**config.mk**
```make
export PLATFORM = sky130hd
export DESIGN_NAME = bram_port_arb
export DESIGN_NICKNAME = d
export VERILOG_FILES = /design/src/rtl/bram_port_arb.sv
export SDC_FILE = /design/constraint.sdc
export NUM_CORES = 1
export LEC_CHECK = 0
export ABC_AREA = 1
export BUFFER_PORTS_ARGS = -buffer_cell sky130_fd_sc_hd__buf_2
export CORE_AREA = 4 4 120 122
export CTS_CLUSTER_SIZE = 8
export DETAILED_ROUTE_END_ITERATION = 7
export DIE_AREA = 0 0 124 126
export PLACE_DENSITY_LB_ADDON = 0.1
export SYNTH_ARGS = -nofsm -noshare
export SYNTH_HDL_FRONTEND = slang
export SYNTH_SLANG_ARGS = --single-unit
```
**constraint.sdc**
```tcl
create_clock -name clk -period 1.8 [get_ports clk]
set_input_delay 0.27 -clock clk [delete_from_list [all_inputs] [get_ports clk]]
set_output_delay 0.27 -clock clk [all_outputs]
set_load 0.02 [all_outputs]
```
**src/rtl/bram_port_arb.sv**
```systemverilog
// ============================================================================
// bram_port_arb
// ----------------------------------------------------------------------------
// Two-master arbiter in front of port B of a block RAM.
//   Master 0 : core load/store unit
//   Master 1 : program loader / debug
//
// The arbiter does not buffer anything. A master that is not granted keeps
// its request stable until it sees gnt. A grant is combinational in the
// request cycle, and the RAM port is driven from the granted master in that
// same cycle. Read data comes back exactly one cycle later. It is tagged
// with the master that issued the read, so it is routed to that master only.
//
// A master that asserts its lock while granted becomes the owner (OWN0/OWN1).
// The state changes in the same cycle, so the second access has no bubble.
// While a master owns the port, only that master can be granted. The other
// master's request is ignored until the owner drops its lock.
//
// Compile-time option:
//   ARB_ROUND_ROBIN_EN  defined   -> simultaneous IDLE requests are resolved
//                                    by a 1-bit round-robin pointer. The
//                                    pointer moves to the other master after
//                                    every grant.
//                       undefined -> fixed priority, master 1 always wins.
//
// Ports
//   clk, rst                  clock, asynchronous active-high reset
//   mX_req / mX_lock          request / keep ownership (X = 0,1)
//   mX_we [3:0]               byte write enables, 0 = read
//   mX_addr [AW-1:0]          word/byte address passed straight to the RAM
//   mX_wdata [DW-1:0]         write data
//   mX_gnt                    request accepted this cycle
//   mX_rvalid / mX_rdata      read return, one cycle after a granted read
//   enb, web, addrb, dinb     RAM port-B controls (all zero when idle)
//   doutb                     RAM port-B registered read data
// ============================================================================
module bram_port_arb #(
    parameter int AW = 32,
    parameter int DW = 32
) (
    input  logic          clk,
    input  logic          rst,

    input  logic          m0_req,
    input  logic          m0_lock,
    input  logic [3:0]    m0_we,
    input  logic [AW-1:0] m0_addr,
    input  logic [DW-1:0] m0_wdata,
    output logic          m0_gnt,
    output logic          m0_rvalid,
    output logic [DW-1:0] m0_rdata,

    input  logic          m1_req,
    input  logic          m1_lock,
    input  logic [3:0]    m1_we,
    input  logic [AW-1:0] m1_addr,
    input  logic [DW-1:0] m1_wdata,
    output logic          m1_gnt,
    output logic          m1_rvalid,
    output logic [DW-1:0] m1_rdata,

    output logic          enb,
    output logic [3:0]    web,
    output logic [AW-1:0] addrb,
    output logic [DW-1:0] dinb,
    input  logic [DW-1:0] doutb
);

    // ------------------------------------------------------------------------
    // State
    // ------------------------------------------------------------------------
    typedef enum logic [1:0] {
        IDLE = 2'd0,
        OWN0 = 2'd1,
        OWN1 = 2'd2
    } state_t;

    state_t     state_q, state_d;

    // One tag bit per master. A bit is set when a read by that master was
    // granted in the previous cycle.
    logic [1:0] rd_pend_q, rd_pend_d;

    logic       gnt0, gnt1;

`ifdef ARB_ROUND_ROBIN_EN
    // 0 -> master 0 wins the next tie, 1 -> master 1 wins.
    logic       rr_q, rr_d;
`endif

    // ------------------------------------------------------------------------
    // Next-state / grant logic
    // ------------------------------------------------------------------------
    always_comb begin
        state_d = state_q;
        gnt0    = 1'b0;
        gnt1    = 1'b0;

        case (state_q)
            IDLE: begin
                if (m0_req && m1_req) begin
`ifdef ARB_ROUND_ROBIN_EN
                    if (rr_q) begin
                        gnt1 = 1'b1;
                    end else begin
                        gnt0 = 1'b1;
                    end
`else
                    gnt1 = 1'b1;
`endif
                end else begin
                    gnt0 = m0_req;
                    gnt1 = m1_req;
                end

                // Ownership starts in the same cycle as the locking grant.
                if (gnt0 && m0_lock) begin
                    state_d = OWN0;
                end else if (gnt1 && m1_lock) begin
                    state_d = OWN1;
                end
            end

            OWN0: begin
                // The owner may idle with lock held. Ownership is kept but
                // nothing is granted.
                gnt0 = m0_req;
                if (!m0_lock) begin
                    state_d = IDLE;
                end
            end

            OWN1: begin
                gnt1 = m1_req;
                if (!m1_lock) begin
                    state_d = IDLE;
                end
            end

            default: begin
                state_d = IDLE;
            end
        endcase

        // Grants are combinational. Mask them so that nothing reaches the RAM
        // or the masters while reset is held.
        if (rst) begin
            gnt0 = 1'b0;
            gnt1 = 1'b0;
        end
    end

    // Only reads create a return tag.
    always_comb begin
        rd_pend_d    = 2'b00;
        rd_pend_d[0] = gnt0 && (m0_we == 4'b0000);
        rd_pend_d[1] = gnt1 && (m1_we == 4'b0000);
    end

`ifdef ARB_ROUND_ROBIN_EN
    // Every grant hands the tie-break to the other master. This includes
    // grants given while a master owns the port.
    always_comb begin
        rr_d = rr_q;
        if (gnt0) begin
            rr_d = 1'b1;
        end else if (gnt1) begin
            rr_d = 1'b0;
        end
    end
`endif

    // ------------------------------------------------------------------------
    // Registers
    // ------------------------------------------------------------------------
    always_ff @(posedge clk or posedge rst) begin
        if (rst) begin
            state_q   <= IDLE;
            rd_pend_q <= 2'b00;
        end else begin
            state_q   <= state_d;
            rd_pend_q <= rd_pend_d;
        end
    end

`ifdef ARB_ROUND_ROBIN_EN
    always_ff @(posedge clk or posedge rst) begin
        if (rst) begin
            rr_q <= 1'b0;
        end else begin
            rr_q <= rr_d;
        end
    end
`endif

    // ------------------------------------------------------------------------
    // RAM port B mux. Outputs are held at zero when nothing is granted, so
    // address and data do not toggle on idle cycles.
    // ------------------------------------------------------------------------
    always_comb begin
        enb   = 1'b0;
        web   = 4'b0000;
        addrb = '0;
        dinb  = '0;
        if (gnt0) begin
            enb   = 1'b1;
            web   = m0_we;
            addrb = m0_addr;
            dinb  = m0_wdata;
        end else if (gnt1) begin
            enb   = 1'b1;
            web   = m1_we;
            addrb = m1_addr;
            dinb  = m1_wdata;
        end
    end

    assign m0_gnt = gnt0;
    assign m1_gnt = gnt1;

    // ------------------------------------------------------------------------
    // Read return. Each master sees doutb only in its own rvalid cycle.
    // ------------------------------------------------------------------------
    logic [DW-1:0] rdata_a [2];

    for (genvar gi = 0; gi < 2; gi++) begin : g_ret
        assign rdata_a[gi] = rd_pend_q[gi] ? doutb : '0;
    end

    assign m0_rvalid = rd_pend_q[0];
    assign m1_rvalid = rd_pend_q[1];
    assign m0_rdata  = rdata_a[0];
    assign m1_rdata  = rdata_a[1];

endmodule

```
==> reports/qor.txt <==
total of max-cap violations = 0
final cell area excluding filler cells = 3950 um^2
number of antenna violations at the first check in global routing = 1
transition time at the pin with the least slew margin = 0.388 ns
count of nets left with antenna violations after detail routing = 0
initial standard-cell utilization of the core = 13.7%
timing-limited maximum frequency = 0.575 GHz
cell taking the most area after synthesis = sky130_fd_sc_hd__nand2_1
cells after synthesis = 397
most common library cells after synthesis = sky130_fd_sc_hd__nand2_1, sky130_fd_sc_hd__inv_1, sky130_fd_sc_hd__nand4_1, sky130_fd_sc_hd__buf_2, sky130_fd_sc_hd__clkbuf_1
most common cell in the netlist = sky130_fd_sc_hd__nand2_1
Rel. slew slack = 74.1%
Top-Level Pins = 311
worst slack on hold paths = 0.0225 ns
result of the run = finished clean
flip-flop cell with the highest count after synthesis = sky130_fd_sc_hd__dfrtp_1
final-report max-slew violation count = 0
sequential share of the synthesized area = 5.55%
Post-synth EDFFs = 0
Remaining DRCs = 0
reg2reg path depth = 4
time the worst path needs with I/O delays and setup = 1.74 ns
cell area reported after detailed placement = 3570 um^2
main area contributors after synthesis = sky130_fd_sc_hd__nand2_1, sky130_fd_sc_hd__nand4_1, sky130_fd_sc_hd__inv_1
async set or reset register ratio after synthesis = 100%
die outline area = 15600 um^2
Synth top area share = 42.9%
final clock skew = 0.000364 ns
First DRT Iteration DRCs = 84
share of the core filled with cells in the final layout = 30.0%
worst path arrival time = 1.47 ns
Total Power = 1.40 mW
cell-by-cell trace of the critical path = inv_2, nand2_4, nor2_4, buf_6, buf_12, nand2_1, nand2_1, buf_2
total number of H-tree levels = 1
Vias/cell = 4.11
Synth Area per Inst = 4.54 um^2
number of global-route vias before repair = 3286
standard-cell row count = 42
maximum number of pins on one net before global-route repair = 39
total of hold buffers inserted after clock tree synthesis = 0
maximum buffer depth of the clock tree = 2
synthesis warning total = 0
RSZ-0062 raised after global routing = true
weighted congestion at the end of routability-driven global placement = 0.755
global-route usage over all layers = 12.7%
Worst Setup Slack post-DPL = 0.148 ns
R2R Path Start = state_q[1]$_DFFE_PP0P_
total gr overflow = 0
wire length after detailed routing = 11800 um
Clock Tree Root = sky130_fd_sc_hd__clkbuf_16
total clock buffers created by CTS = 3
Syn-to-layout area delta = 119%
1st-pass router iterations = 4
Net count, final = 873
clock latency on the worst-skew pair = 0.22 ns
Static Leakage = 2.98 nW
wire length of the first global-routing pass = 16200 um
CTS tree = done
post-route clock period utilization = 96.7%
Syn Std Cell Area = 1800 um^2
Setup crit start kind = register
Tightest Hold Check Type = input port to async pin
worst setup path startpoint = state_q[0]$_DFFE_PP0P_
total of buffers placed on input and output ports = 310
CP dominant cell by count = sky130_fd_sc_hd__nand2_1
post-DR wirelength/cell = 13.5 um
maximum cell stage delay along the critical path = 0.37 ns
maximum vdd ir drop = 241 uV
total number of clock tree sinks = 4
clock transition at the register clock pins on the worst setup and hold paths after CTS = 0.03 ns
number of distinct library cell variants in the gate-level netlist after synthesis = 17
peak fanout along the critical path = 7
Detail Placement HPWL = 9490 um
area of the placeable core = 13200 um^2
data required time of the worst path = 1.53 ns
final setup slack of the worst path = 0.0595 ns
count of state elements after synthesis = 4
height of the die = 126 um
setup violation total in the final timing report = 0
proportion of layout cells with a drive suffix above 1 = 49.1%
Setup crit end kind = primary output
slowest stage cell on the critical path = sky130_fd_sc_hd__dfrtp_1
Power Dens Cells = 354 nW/um^2
x dimension of the die = 124 um
number of nets produced by synthesis = 571
WS Path Type = register to primary output
final number of hold-violating endpoints = 0
vias = 3595
## through the flow
step                      cells  setup TNS, ns
after floorplan             397              0
after global placement      863              0
after detailed placement    863              0
after CTS                   866        -0.0396
after global routing        874         -0.154
final                       874              0
## metal layers
metal | track usage, % | vias to the layer above | share of wire, %
li1 | - | 1841 | -
met1 | 13.3 | 1552 | 35
met2 | 25.2 | 196 | 52
met3 | 3.18 | 6 | 11
met4 | 2.00 | 0 | 0.74
met5 | 0 | - | 0
## kinds of logic after synthesis
family	count (synthesis)	share of synthesized area, %
buf+inv	103	23.5
flops	4	5.55
compound gates	1	0.277
simple gates	289	70.6
## where the power goes
group	internal (mW)	switching (mW)	total [mW]
clock network	0.284	0.0606	0.344
registers	0.0961	0.00583	0.102
logic	0.404	0.548	0.952
total	0.783	0.614	1.40
## cells in the final DEF, fill, tap and decap left out, drive strengths merged
cell      n
buf     327
clkbuf    7
dfrtp     4
diode     1
inv      69
nand2   207
nand3     4
nand4    68
nor2      9
nor3      1
o21ai     1
## final cells by class
type,count,area [um^2]
Timing Repair Buffer,331,2000
Antenna cell,1,2.50
Inverter,69,259
Multi-Input combinational cell,290,1300
Fill cell,1536,9240
Sequential cell,4,100
Tap cell,176,220
Clock buffer,3,75.1
## sequential cells by signal (all words and copies together) (netlist names)
signal,count
rd_pend_q,2
state_q,2
## critical path: cells and delay by family, from the launching register on
| family | cells | cell delay (ns) |
|---|---|---|
| buffers and inverters | 4 | 0.52 |
| flip-flops | 1 | 0.37 |
| AND/OR/NAND/NOR | 4 | 0.34 |
## repair_timing
item,in CTS,in global routing
setup endpoints to repair,41,69
pin swaps,0,2
resized for setup,5,57
buffers inserted,0,3
gates cloned,0,4
## final timing paths
path	endpoint	slack [ns]
worst max register to register	state_q[0]$_DFFE_PP0P_	0.78
min in group clk	state_q[0]$_DFFE_PP0P_	0.30
max in group asynchronous	rd_pend_q[1]$_DFF_PP0_	1.62
worst max-delay path	dinb[11]	0.06
worst min register to register	state_q[1]$_DFFE_PP0P_	0.55
worst min-delay path	state_q[1]$_DFFE_PP0P_	0.02
(Power assumes the default switching activity.)
